**config.mk**
```make
export PLATFORM = sky130hd
export DESIGN_NAME = line_drawer
export DESIGN_NICKNAME = d
export VERILOG_FILES = /design/src/rtl/line_drawer_pkg.sv /design/src/rtl/line_drawer_span_counter.sv /design/src/rtl/line_drawer.sv
export SDC_FILE = /design/constraint.sdc
export NUM_CORES = 1
export LEC_CHECK = 0
export ABC_CLOCK_PERIOD_IN_PS = 2000
export BUFFER_PORTS_ARGS = -buffer_cell sky130_fd_sc_hd__buf_2
export CELL_PAD_IN_SITES_DETAIL_PLACEMENT = 1
export CELL_PAD_IN_SITES_GLOBAL_PLACEMENT = 1
export CORE_ASPECT_RATIO = 1.1
export CORE_MARGIN = 10
export CORE_UTILIZATION = 40
export DETAILED_ROUTE_END_ITERATION = 8
export GPL_TIMING_DRIVEN = 0
export PLACE_DENSITY = 0.81
export SLEW_MARGIN = 20
export SYNTH_ARGS = -nofsm -noshare
export SYNTH_HDL_FRONTEND = slang
export SYNTH_SLANG_ARGS = --single-unit
```
**constraint.sdc**
```tcl
create_clock -name clk -period 2 [get_ports clk]
set_input_delay 0.2 -clock clk [delete_from_list [all_inputs] [get_ports clk]]
set_output_delay 0.2 -clock clk [all_outputs]
set_load 0.01 [all_outputs]
```
**src/rtl/line_drawer_pkg.sv**
```systemverilog
// Shared encodings for the line_drawer pixel-walk engine: draw modes and FSM states.
package line_drawer_pkg;

  typedef enum logic [1:0] {
    MODE_HLINE   = 2'b00,
    MODE_VLINE   = 2'b01,
    MODE_FILL    = 2'b10,
    MODE_OUTLINE = 2'b11
  } mode_e;

  typedef enum logic [1:0] {
    IDLE = 2'b00,
    DRAW = 2'b01,
    DONE = 2'b10
  } state_e;

endpackage

```
**src/rtl/line_drawer_span_counter.sv**
```systemverilog
// Nested column-major x/y counter: y advances fastest, x steps when y wraps at its limit.
module span_counter #(
  parameter int W = 5
) (
  input  logic         clk,
  input  logic         reset,
  input  logic         clear,
  input  logic         advance,
  input  logic [W-1:0] x_lim,
  input  logic [W-1:0] y_lim,
  output logic [W-1:0] xcnt,
  output logic [W-1:0] ycnt,
  output logic         last
);

  logic [W-1:0] xcnt_q, xcnt_d;
  logic [W-1:0] ycnt_q, ycnt_d;

  assign xcnt = xcnt_q;
  assign ycnt = ycnt_q;
  assign last = (xcnt_q == x_lim) && (ycnt_q == y_lim);

  // The final pixel holds its position so the outputs stay put through DONE.
  always_comb begin
    xcnt_d = xcnt_q;
    ycnt_d = ycnt_q;
    if (clear) begin
      xcnt_d = '0;
      ycnt_d = '0;
    end else if (advance && !last) begin
      if (ycnt_q == y_lim) begin
        ycnt_d = '0;
        xcnt_d = xcnt_q + 1'b1;
      end else begin
        ycnt_d = ycnt_q + 1'b1;
      end
    end
  end

  always_ff @(posedge clk) begin
    if (reset) begin
      xcnt_q <= '0;
      ycnt_q <= '0;
    end else begin
      xcnt_q <= xcnt_d;
      ycnt_q <= ycnt_d;
    end
  end

endmodule

```
**src/rtl/line_drawer.sv**
```systemverilog
// Pixel-walk generator (hline/vline/fill/outline) with start/busy/done and stall.
// Define LINE_DRAWER_OUTLINE_EN to enable interior suppression for outline mode.
module line_drawer
  import line_drawer_pkg::*;
#(
  parameter int COORD_W = 5,
  parameter int LEN_W   = 5
) (
  input  logic               clk,
  input  logic               reset,
  input  logic               start,
  input  logic [1:0]         mode,
  input  logic [COORD_W-1:0] x,
  input  logic [COORD_W-1:0] y,
  input  logic [LEN_W-1:0]   width,
  input  logic [LEN_W-1:0]   height,
  input  logic               stall,
  output logic               busy,
  output logic               plot,
  output logic [COORD_W-1:0] xOut,
  output logic [COORD_W-1:0] yOut,
  output logic               done
);

  // state | meaning
  // IDLE  | waiting for start; operands latched on accept
  // DRAW  | walking pixels, one per accepted cycle
  // DONE  | one-cycle done pulse, start ignored

  state_e              state_q, state_d;
  mode_e               mode_q;
  logic [COORD_W-1:0]  x_q, y_q;
  logic [LEN_W-1:0]    width_q, height_q;
  logic                latch_en;
  logic                cnt_clear, cnt_adv, cnt_last;
  logic [LEN_W-1:0]    x_lim, y_lim, xcnt, ycnt;
  logic                interior;
  logic                plot_int;

  assign x_lim = (mode_q == MODE_VLINE) ? '0 : width_q;
  assign y_lim = (mode_q == MODE_HLINE) ? '0 : height_q;

  span_counter #(.W(LEN_W)) u_span (
    .clk     (clk),
    .reset   (reset),
    .clear   (cnt_clear),
    .advance (cnt_adv),
    .x_lim   (x_lim),
    .y_lim   (y_lim),
    .xcnt    (xcnt),
    .ycnt    (ycnt),
    .last    (cnt_last)
  );

`ifdef LINE_DRAWER_OUTLINE_EN
  assign interior = (mode_q == MODE_OUTLINE) &&
                    (xcnt != '0) && (xcnt != width_q) &&
                    (ycnt != '0) && (ycnt != height_q);
`else
  assign interior = 1'b0;
`endif

  assign plot_int = (state_q == DRAW) && !interior;

  always_comb begin
    state_d   = state_q;
    latch_en  = 1'b0;
    cnt_clear = 1'b0;
    cnt_adv   = 1'b0;
    case (state_q)
      IDLE: begin
        if (start) begin
          latch_en  = 1'b1;
          cnt_clear = 1'b1;
          state_d   = DRAW;
        end
      end
      DRAW: begin
        // Suppressed interior pixels never wait on the downstream stall.
        cnt_adv = plot_int ? !stall : 1'b1;
        if (cnt_adv && cnt_last) state_d = DONE;
      end
      DONE:    state_d = IDLE;
      default: state_d = IDLE;
    endcase
  end

  always_ff @(posedge clk) begin
    if (reset) begin
      state_q  <= IDLE;
      mode_q   <= MODE_HLINE;
      x_q      <= '0;
      y_q      <= '0;
      width_q  <= '0;
      height_q <= '0;
    end else begin
      state_q <= state_d;
      if (latch_en) begin
        mode_q   <= mode_e'(mode);
        x_q      <= x;
        y_q      <= y;
        width_q  <= width;
        height_q <= height;
      end
    end
  end

  assign busy = (state_q == DRAW) || (state_q == DONE);
  assign done = (state_q == DONE);
  assign plot = plot_int;
  assign xOut = x_q + COORD_W'(xcnt);
  assign yOut = y_q + COORD_W'(ycnt);

endmodule

```
==> results of run 1 <==
how the worst max path moves through the flow:
| stage | end | cells past startpoint | slack (ns) |
|---|---|---|---|
| 6_report | xOut[4] | 6 | 0.002 |
| 5_1_grt | xOut[4] | 5 | -0.06 |
| 4_1_cts | u_span.xcnt[4]$_SDFFE_PP0P_ | 6 | 0.003 |
| 3_5_place_dp | u_span.ycnt[1]$_SDFFE_PP0P_ | 7 | -0.1 |
| 3_3_place_gp | u_span.ycnt[1]$_SDFFE_PP0P_ | 7 | -0.06 |
| 2_1_floorplan | u_span.xcnt[3]$_SDFFE_PP0P_ | 7 | 0.21 |
layout by cell type, fill, tap and decap left out, types with 4 or more instances in the layout:
| cell | synthesis | routed |
|---|---|---|
| clkbuf_1 | 10 | 8 |
| xnor2_1 | 7 | 7 |
| buf_2 | 0 | 37 |
| dfxtp_4 | 0 | 5 |
| a21o_1 | 4 | 4 |
| nand2_1 | 54 | 54 |
| xor2_1 | 6 | 6 |
| clkbuf_8 | 0 | 6 |
| inv_1 | 8 | 5 |
| ha_1 | 14 | 12 |
| nor3_1 | 6 | 6 |
| nor2_1 | 9 | 7 |
| nand2b_1 | 5 | 5 |
| a21oi_1 | 35 | 32 |
| buf_4 | 2 | 6 |
| dfxtp_1 | 34 | 26 |
| nand3_1 | 5 | 5 |
| o31ai_1 | 4 | 4 |
power groups by stage:
stage	clock network (uW)	logic, uW	registers [uW]
global route	848	905	866
floorplan	0	515	831
global placement	0	694	855
CTS	815	736	840
detailed placement	0	716	860
finish	797	805	849
area by class of cell:
cell class | count | area [um^2] | share of cell area
Multi-Input combinational cell | 192 | 1311 | 0.5165
Tap cell | 56 | 70.07 | 0.02760
Clock buffer | 6 | 82.58 | 0.03253
Buffer | 12 | 55.05 | 0.02169
Timing Repair Buffer | 42 | 226.5 | 0.08921
Sequential cell | 34 | 703.2 | 0.2770
Clock inverter | 2 | 60.06 | 0.02366
Inverter | 8 | 30.03 | 0.01183
stage by stage:
step                std cells  total power (uW)
global placement          339              1549
finish                    352              2452
CTS                       349              2391
detailed placement        339              1576
floorplan                 246              1346
global route              352              2619
metal layers:
metal | global-route usage | part of all wire | vias up | routed length (um)
li1 | - | - | 961 | -
met1 | 0.1589 | 0.45 | 910 | 2556
met2 | 0.2390 | 0.49 | 39 | 2800
met3 | 0.04253 | 0.055 | 7 | 318
met4 | 0.04388 | 0.010 | 0 | 58
met5 | 0 | 0 | - | 0
cells by family after synthesis:
| kind of cell | count (synthesis) |
|---|---|
| simple gates | 98 |
| compound gates | 64 |
| flops | 34 |
| buf+inv | 20 |
| fa+ha+maj | 16 |
| xor+xnor | 13 |
| mux | 1 |
worst reg2reg max path, cell delays in order, from the launching register on:
cell and delay, ns:
dfxtp_4 0.38, or2b_4 0.30, a21o_2 0.21, a32o_2 0.28, o211ai_4 0.29, buf_4 0.17, o31ai_1 0.08, a21oi_2 0.13
sequential cells by signal, summed over array words and instances, names as in the netlist:
name / count
width_q: 5
height_q: 5
x_q: 5
state_q: 2
y_q: 5
u_span.ycnt: 5
mode_q: 2
u_span.xcnt: 5
what timing repair did:
item                                    in CTS  in global routing
endpoints found under the setup margin      13                 14
hold buffers                                 0                  0
pin swaps                                    1                  8
gates resized for setup                     15                 28
setup buffers                                2                  3
==> flow_summary_export.csv, run 1 <==
group,metric,value,unit
floorplan,initial_core_util,0.4204,
route,num_vias,1917,
global_routing,grt_usage,0.1388,
pwr,leakagePower,0.001069,uW
sta,period_share,0.9991,
worst_hold_path,hold_depth,3,
global_routing,grt_max_degree,12,
setup_path,endpoint_kind,"primary output",
route,drc,0,
sta,worst_pin_slew,0.5249,ns
synthesis,synth_top_flop_cell,"dfxtp_1",
route,drt_iter0_markers,109,
layout,fin_util,0.5382,
setup_path,worstPathRequired,1.80,ns
pwr,seqPwrFrac,0.346,
sta,finalClockSkew,0.006678,ns
sta,drv_slew,0,
synthesis,syn_avg_cell_area,8.062,um^2
sta,fin_tns_setup,0,ns
route,wl_per_cell,16.29,um
pwr,power.net_switching,831.2,uW
setup_path,cp_slowest_stage_delay,0.36,ns
synthesis,synth_cell_types,45,
sta,fin_ws,0.001842,ns
sta,rsz0062_at_grt,"yes",
synthesis,synthAdderAreaFrac,0.1085,
synthesis,ys_ff_latch,34,
pwr,p_sw_frac,0.3390,
placed_design,pre_cts_ws,-0.09764,ns
setup_path,arrival,1.80,ns
setup_path,critPathTopFamily,"adder cells",
clock_network,cts-buffers-inserted,5,
setup_path,worstReg2RegStart,"mode_q[0]$_SDFFE_PP0P_",
route,viasPerCell,5.446,
clock_network,clkTransAtPathRegs,0.07,ns
placed_design,dp_hpwl,4.160,mm
synthesis,synth_area_leaders,"dfxtp_1 (34%), nand2_1 (10%), a21oi_1 (8.8%)",
clock_network,clock-sinks,34,
synthesis,synth_top_family_by_area,"simple AND/OR/NAND/NOR gates",
synthesis,synth_edf_count,0,
layout,area_growth,28.01,%
floorplan,die_height,93.85,um
route,ant_nets,0,
pwr,combPwrFrac,0.329,
clock_network,cts_root_buffer,"clkbuf_8",
layout,final_layout_size_suffix_gt1_frac,0.3007,
sta,maxSlewHeadroom,0.6501,
synthesis,synthMuxAreaShare,0.005047,
sta,setup_viol,0,
synthesis,yosys-top-cells-count,"nand2_1 (54), a21oi_1 (35), dfxtp_1 (34), ha_1 (14), clkbuf_1 (10)",
job,cap_violations,0,
global_routing,grt_pass1_wl,9.328,mm
synthesis,yosysTopAreaCellShare,0.3432,
sta,hold_ws,0.1310,ns
sta,fin_crit,1.998,ns
layout,layout.nets,337,
setup_path,rr_endpoint,"u_span.xcnt[4]$_SDFFE_PP0P_",
synthesis,ys_seq_area_frac,0.3432,
setup_path,reg2regPathDepth,7,
pwr,p_int,1621,uW
synthesis,syn-instance-count,246,
route,routed_wl,5.733,mm
setup_path,path_buf_inv,1,
setup_path,cpMaxStageDelayCell,"dfxtp_4",
sta,hold_viol,0,
pwr,peakVddDrop,833.3,uV
sta,fmax,0.5005,GHz
clock_network,clk_latency,0.29,ns
layout,insertedDiodeCount,0,
route,dr.pass1.iters,4,
clock_network,cts_tree,"done",
setup_path,crit_type,"reg2out",
setup_path,r2r_slack,0.09,ns
pwr,power_density,965.8,mW/mm^2
clock_network,cts_buffer_depth,2,
pwr,power_frac_clock,0.325,
placed_design,place_area,0.002238,mm^2
placed_design,port_buffers,37,
floorplan,core-area,0.004717,mm^2
floorplan,die_x,87.14,um
synthesis,synth_compound_area_frac,0.2139,
synthesis,synth_xor_area_frac,0.05741,
clock_network,h-tree-depth,2,
floorplan,io_pins,39,
floorplan,die_area,0.008178,mm^2
layout,n_fill_cell,587,
worst_hold_path,min_from,"mode[0]",
synthesis,synthSimpleGateAreaFrac,0.2303,
setup_path,path_cells,"ha_4, fa_2, a21o_1, a21oi_2, xnor2_1, buf_2",
outcome,status,"completed",
synthesis,syn_area,0.001983,mm^2
synthesis,yosysTopAreaCell,"dfxtp_1",
global_routing,first_global_vias,2023,
setup_path,path_max_fanout,2,
setup_path,start_kind,"register",
floorplan,rows,26,
global_routing,antenna_found_initial,0,
synthesis,synth_most_common_cell,"nand2_1",
worst_hold_path,min_to,"mode_q[0]$_SDFFE_PP0P_",
synthesis,syn-num-nets,288,
setup_path,crit_path_start,"u_span.xcnt[0]$_SDFFE_PP0P_",
global_routing,gr-total-overflow,0,
worst_hold_path,worstHoldPathType,"in2reg",
synthesis,synth.yosys.warnings,0,
layout,fin_area,0.002539,mm^2
synthesis,async_flop_share,0,
placed_design,place.gp.congestion,0.7998,
(Power assumes the default switching activity.)
==> run 2: changes to the inputs <==
Settings changed: ABC_AREA set to 1, CORE_UTILIZATION 40 to 39.
==> run 2 against run 1 <==
Against the previous run:
- global-route usage decreased by 0.29 points
- fmax grew 5.6%
- critical path depth unchanged
- combinational power rose by 50%
- synthesized cell count is 11% higher
- clock-buffer cell count is the same
- worst hold slack better by 0.028 ns
- non-clock buffer count down 9
- critical endpoint unchanged
==> flow_summary_export.csv, run 2 <==
group,metric,value,unit
sta,hold_ws,0.1593,ns
synthesis,synth_top_flop_cell,"dfxtp_1",
layout,final_layout_size_suffix_gt1_frac,0.2063,
setup_path,crit_type,"reg2out",
layout,area_growth,19.67,%
layout,final_common_cell,"nand2_1",
sta,fmax,0.5284,GHz
synthesis,yosysTopAreaCell,"dfxtp_1",
synthesis,syn_avg_cell_area,7.177,um^2
synthesis,syn-num-nets,315,
setup_path,endpoint_kind,"primary output",
setup_path,start_kind,"register",
setup_path,r2r_slack,0.29,ns
clock_network,h-tree-depth,2,
global_routing,gr-total-overflow,0,
placed_design,port_buffers,38,
route,drt_iter0_markers,66,
setup_path,arrival,1.69,ns
synthesis,synth_cell_types,23,
synthesis,ys_ff_latch,34,
route,met2WireLength,2.549,mm
sta,maxSlewHeadroom,0.6531,
worst_hold_path,worstHoldPathType,"in2reg",
pwr,power_density,1137,mW/mm^2
floorplan,rows,27,
route,met3_length,136,um
sta,worst_pin_slew,0.5198,ns
job,cap_violations,0,
sta,drv_slew,0,
sta,hold_viol,0,
layout,layout.nets,361,
sta,fin_crit,1.892,ns
floorplan,die_height,94.34,um
route,ant_nets,0,
synthesis,yosys-top-cells-count,"nand2_1 (52), nor2_1 (49), dfxtp_1 (34), o21ai_0 (25), nand3_1 (24)",
synthesis,synth_area_leaders,"dfxtp_1 (35%), nand2_1 (10%), nor2_1 (9.4%)",
clock_network,cts_tree,"done",
global_routing,grt_max_degree,12,
route,wl_per_cell,13.97,um
clock_network,clock-sinks,34,
layout,layout_common_cells,"nand2_1 (52), nor2_1 (49), buf_2 (38)",
setup_path,path_max_fanout,6,
global_routing,antenna_found_initial,0,
setup_path,worstReg2RegStart,"state_q[1]$_SDFFE_PP0P_",
synthesis,synth_most_common_cell,"nand2_1",
floorplan,io_pins,39,
clock_network,clkTransAtPathRegs,0.08,ns
sta,finalClockSkew,0.01040,ns
synthesis,yosysTopAreaCellShare,0.3474,
placed_design,place_area,0.002222,mm^2
sta,setup_viol,0,
synthesis,synth_edf_count,0,
sta,fin_tns_setup,0,ns
worst_hold_path,min_from,"y[0]",
sta,period_share,0.9462,
route,highest_layer,"met4",
clock_network,cts_root_buffer,"clkbuf_8",
setup_path,worstPathRequired,1.80,ns
synthesis,syn_area,0.001959,mm^2
worst_hold_path,min_to,"y_q[0]$_SDFFE_PP0P_",
layout,insertedDiodeCount,0,
setup_path,reg2regPathDepth,7,
floorplan,core-area,0.004932,mm^2
pwr,peakVddDrop,730.4,uV
worst_hold_path,hold_depth,3,
layout,fin_area,0.002345,mm^2
pwr,leakagePower,0.001134,uW
sta,fin_ws,0.1075,ns
global_routing,first_global_vias,1922,
layout,stdcell_count,378,
synthesis,async_flop_share,0,
setup_path,rr_endpoint,"u_span.xcnt[0]$_SDFFE_PP0P_",
synthesis,syn-instance-count,273,
clock_network,cts_buffer_depth,2,
floorplan,die_x,87.58,um
placed_design,dp_hpwl,4.300,mm
route,drt-met1-wl,2.536,mm
route,drc,0,
placed_design,pre_cts_ws,-0.06586,ns
outcome,status,"completed",
placed_design,dp.cells,369,
floorplan,die_area,0.008262,mm^2
clock_network,cts-buffers-inserted,5,
synthesis,ys_seq_area_frac,0.3474,
global_routing,grt_pass1_wl,9.073,mm
global_routing,grt_usage,0.1359,
route,num_vias,1878,
floorplan,initial_core_util,0.3973,
placed_design,place.gp.congestion,0.7510,
route,viasPerCell,4.968,
route,dr.pass1.iters,4,
route,routed_wl,5.279,mm
synthesis,synth.yosys.warnings,0,
clock_network,clk_latency,0.29,ns
==> run 2: cell types whose count changed after synthesis, moves of 5 or more <==
| cell | change |
|---|---|
| nor2_1 | +40 |
| a21oi_1 | -20 |
| o21ai_0 | +20 |
| nand3_1 | +19 |
| inv_1 | +15 |
| clkbuf_1 | -5 |
| nand2b_1 | -5 |
| nor3_1 | -5 |
==> run 2: how the worst max path moves through the flow <==
stage | startpoint | endpoint | slack, ns
floorplan | u_span.ycnt[0]$_SDFFE_PP0P_ | yOut[4] | 0.37
global placement | state_q[1]$_SDFFE_PP0P_ | y_q[2]$_SDFFE_PP0P_ | -0.007
detailed placement | state_q[1]$_SDFFE_PP0P_ | x_q[0]$_SDFFE_PP0P_ | -0.07
finish | u_span.xcnt[0]$_SDFFE_PP0P_ | xOut[4] | 0.11
global route | u_span.ycnt[0]$_SDFFE_PP0P_ | yOut[4] | -0.003
CTS | u_span.ycnt[0]$_SDFFE_PP0P_ | yOut[4] | 0.008
==> run 2: area by class of cell <==
type / count / area (um^2)
fill: 650 / 2587
multi-input combinational: 208 / 1179
sequential: 34 / 688.2
timing repair buffer: 39 / 197.7
inverter: 25 / 96.34
clock buffer: 6 / 72.57
tap: 58 / 72.57
buffer: 6 / 25.02
clock inverter: 2 / 13.76
==> run 2: metal layers <==
metal,vias to the layer above,GRT usage
li1,977,-
met1,874,0.1689
met2,22,0.2294
met3,5,0.03101
met4,0,0.03590
met5,-,0
==> run 2: power breakdown <==
| group | total, uW | internal (uW) | switching, uW |
|---|---|---|---|
| registers | 953 | 831 | 121 |
| logic | 1210 | 418 | 796 |
| clock network | 499 | 245 | 253 |
==> run 2: critical path, stage by stage (launching register included) <==
cell	delay, ns
dfxtp_2	0.36
ha_1	0.22
fa_1	0.41
nand3_1	0.09
nand2_1	0.07
xnor2_1	0.12
buf_2	0.15
==> run 2: repair_timing <==
action / in CTS / in global routing
endpoints found under the hold margin: 0 / 0
hold buffers: 0 / 0
resized for setup: 4 / 9
pin swaps: 1 / 2
endpoints found under the setup margin: 11 / 12
buffers inserted: 0 / 1
==> run 2: cell families after synthesis <==
group | synth area share
AND/OR/NAND/NOR | 0.3263
AO/OA/AOI/OAI | 0.1022
flip-flops | 0.3474
XOR/XNOR | 0.05364
buffers and inverters | 0.06066
adder cells (fa/ha/maj) | 0.1098
==> run 2: metrics by stage <==
stage	utilization	power (uW)
6_report	0.4754	2665
5_1_grt	0.4754	2928
4_1_cts	0.4691	2694
3_5_place_dp	0.4505	2194
3_3_place_gp	0.4505	2151
2_1_floorplan	-	1830
==> run 3: changes to the inputs <==
Settings changed: MAX_ROUTING_LAYER set to met4.
==> run 3 against run 2 <==
Against the previous run:
- critical path type unchanged
- largest cell class unchanged
- clock skew hardly changed
- first-iteration DRC count is 12% higher
- worst hold slack hardly changed
- flip-flop and latch count stayed put
- combinational power hardly changed
==> flow_summary_export.csv, run 3 (synthesis results as in run 2) <==
group,metric,value,unit
sta,fin_tns_setup,0,ns
clock_network,h-tree-depth,2,
sta,fmax,0.5289,GHz
outcome,status,"completed",
placed_design,pre_cts_ws,-0.06586,ns
setup_path,crit_type,"reg2out",
layout,final_common_cell,"nand2_1",
clock_network,cts_root_buffer,"clkbuf_8",
floorplan,die_area,0.008262,mm^2
pwr,power,2666,uW
sta,fin_crit,1.891,ns
layout,fin_util,0.4754,
setup_path,rr_endpoint,"u_span.xcnt[0]$_SDFFE_PP0P_",
layout,insertedDiodeCount,0,
sta,worst_pin_slew,0.5168,ns
route,drc,0,
pwr,leakagePower,0.001134,uW
layout,final_layout_size_suffix_gt1_frac,0.2063,
floorplan,rows,27,
layout,n_fill_cell,650,
global_routing,gr-total-overflow,0,
sta,period_share,0.9454,
setup_path,path_max_fanout,6,
route,routed_wl,5.277,mm
floorplan,die_x,87.58,um
sta,drv_slew,0,
setup_path,worstReg2RegStart,"state_q[1]$_SDFFE_PP0P_",
sta,maxSlewHeadroom,0.6551,
sta,fin_ws,0.1093,ns
sta,hold_viol,0,
route,num_vias,1888,
route,dr.pass1.iters,4,
global_routing,grt_max_degree,12,
setup_path,endpoint_kind,"primary output",
placed_design,dp_hpwl,4.300,mm
pwr,peakVddDrop,730.2,uV
setup_path,reg2regPathDepth,7,
setup_path,start_kind,"register",
setup_path,worstPathRequired,1.80,ns
sta,setup_viol,0,
pwr,power_density,1137,mW/mm^2
setup_path,arrival,1.69,ns
layout,multi_input_area,0.001179,mm^2
job,cap_violations,0,
setup_path,worstSetupEndpoint,"xOut[4]",
floorplan,io_pins,39,
floorplan,initial_core_util,0.3973,
layout,layout.nets,361,
sta,finalClockSkew,0.01037,ns
floorplan,core-area,0.004932,mm^2
route,wl_per_cell,13.96,um
layout,layout_common_cells,"nand2_1 (52), nor2_1 (49), buf_2 (38)",
clock_network,cts_buffer_depth,2,
layout,regArea,688.2,um^2
placed_design,place.gp.congestion,0.7606,
floorplan,die_height,94.34,um
setup_path,crit_path_start,"u_span.xcnt[0]$_SDFFE_PP0P_",
setup_path,r2r_slack,0.29,ns
global_routing,first_global_vias,1925,
clock_network,cts-buffers-inserted,5,
clock_network,cts_tree,"done",
route,viasPerCell,4.995,
layout,area_growth,19.67,%
sta,hold_ws,0.1595,ns
global_routing,grt_usage,0.1398,
clock_network,clk_latency,0.29,ns
global_routing,grt_pass1_wl,9.066,mm
route,drt_iter0_markers,74,
clock_network,clock-sinks,34,
global_routing,antenna_found_initial,0,
worst_hold_path,worstHoldPathType,"in2reg",
route,ant_nets,0,
clock_network,clkTransAtPathRegs,0.08,ns
placed_design,port_buffers,38,
==> run 3: cell counts in the layout (fill, tap and decap cells not counted) <==
Identical to the previous run, type by type.
==> run 3: metrics by stage <==
stage	cells	instance area (um^2)
6_report	378	2345
5_1_grt	378	2345
4_1_cts	377	2313
3_5_place_dp	369	2222
3_3_place_gp	369	2222
2_1_floorplan	273	1959
==> run 3: how the worst min path moves through the flow <==
stage,start,cells after the start,end,slack (ns)
floorplan,height[0],2,height_q[0]$_SDFFE_PP0P_,0.37
global placement,y[4],3,y_q[4]$_SDFFE_PP0P_,0.45
detailed placement,y[0],3,y_q[0]$_SDFFE_PP0P_,0.46
CTS,y[0],3,y_q[0]$_SDFFE_PP0P_,0.15
global route,x[3],3,x_q[3]$_SDFFE_PP0P_,0.17
finish,y[0],3,y_q[0]$_SDFFE_PP0P_,0.16
==> run 3: what timing repair did <==
| action | in CTS | in global routing |
|---|---|---|
| resized for setup | 4 | 9 |
| endpoints found under the hold margin | 0 | 0 |
| pin swaps | 1 | 2 |
| hold buffers | 0 | 0 |
| endpoints found under the setup margin | 11 | 12 |
| gates cloned | 0 | 0 |
| buffers inserted | 0 | 1 |
==> run 3: cell type report <==
cell class	instances	area share
multi-input combinational	208	0.5027
sequential	34	0.2935
timing repair buffer	39	0.08431
inverter	25	0.04109
clock buffer	6	0.03095
tap	58	0.03095
buffer	6	0.01067
clock inverter	2	0.005870
==> run 3: metal layers <==
metal / GRT usage / routed length [um] / vias up
met5: - / 0 / -
met1: 0.1700 / 2518 / 877
met3: 0.02842 / 149 / 5
li1: - / - / 978
met2: 0.2294 / 2553 / 28
met4: 0.03590 / 56 / 0
==> run 3: worst max-delay path, cell delays in order, from the launching register on <==
cell	delay [ns]
dfxtp_2	0.36
ha_1	0.22
fa_1	0.41
nand3_1	0.09
nand2_1	0.07
xnor2_1	0.12
buf_2	0.15
==> run 3: where the power goes <==
part           internal, uW  total, uW  switching, uW
Sequential              831        953            121
Combinational           418       1220            797
Clock                   245        498            253
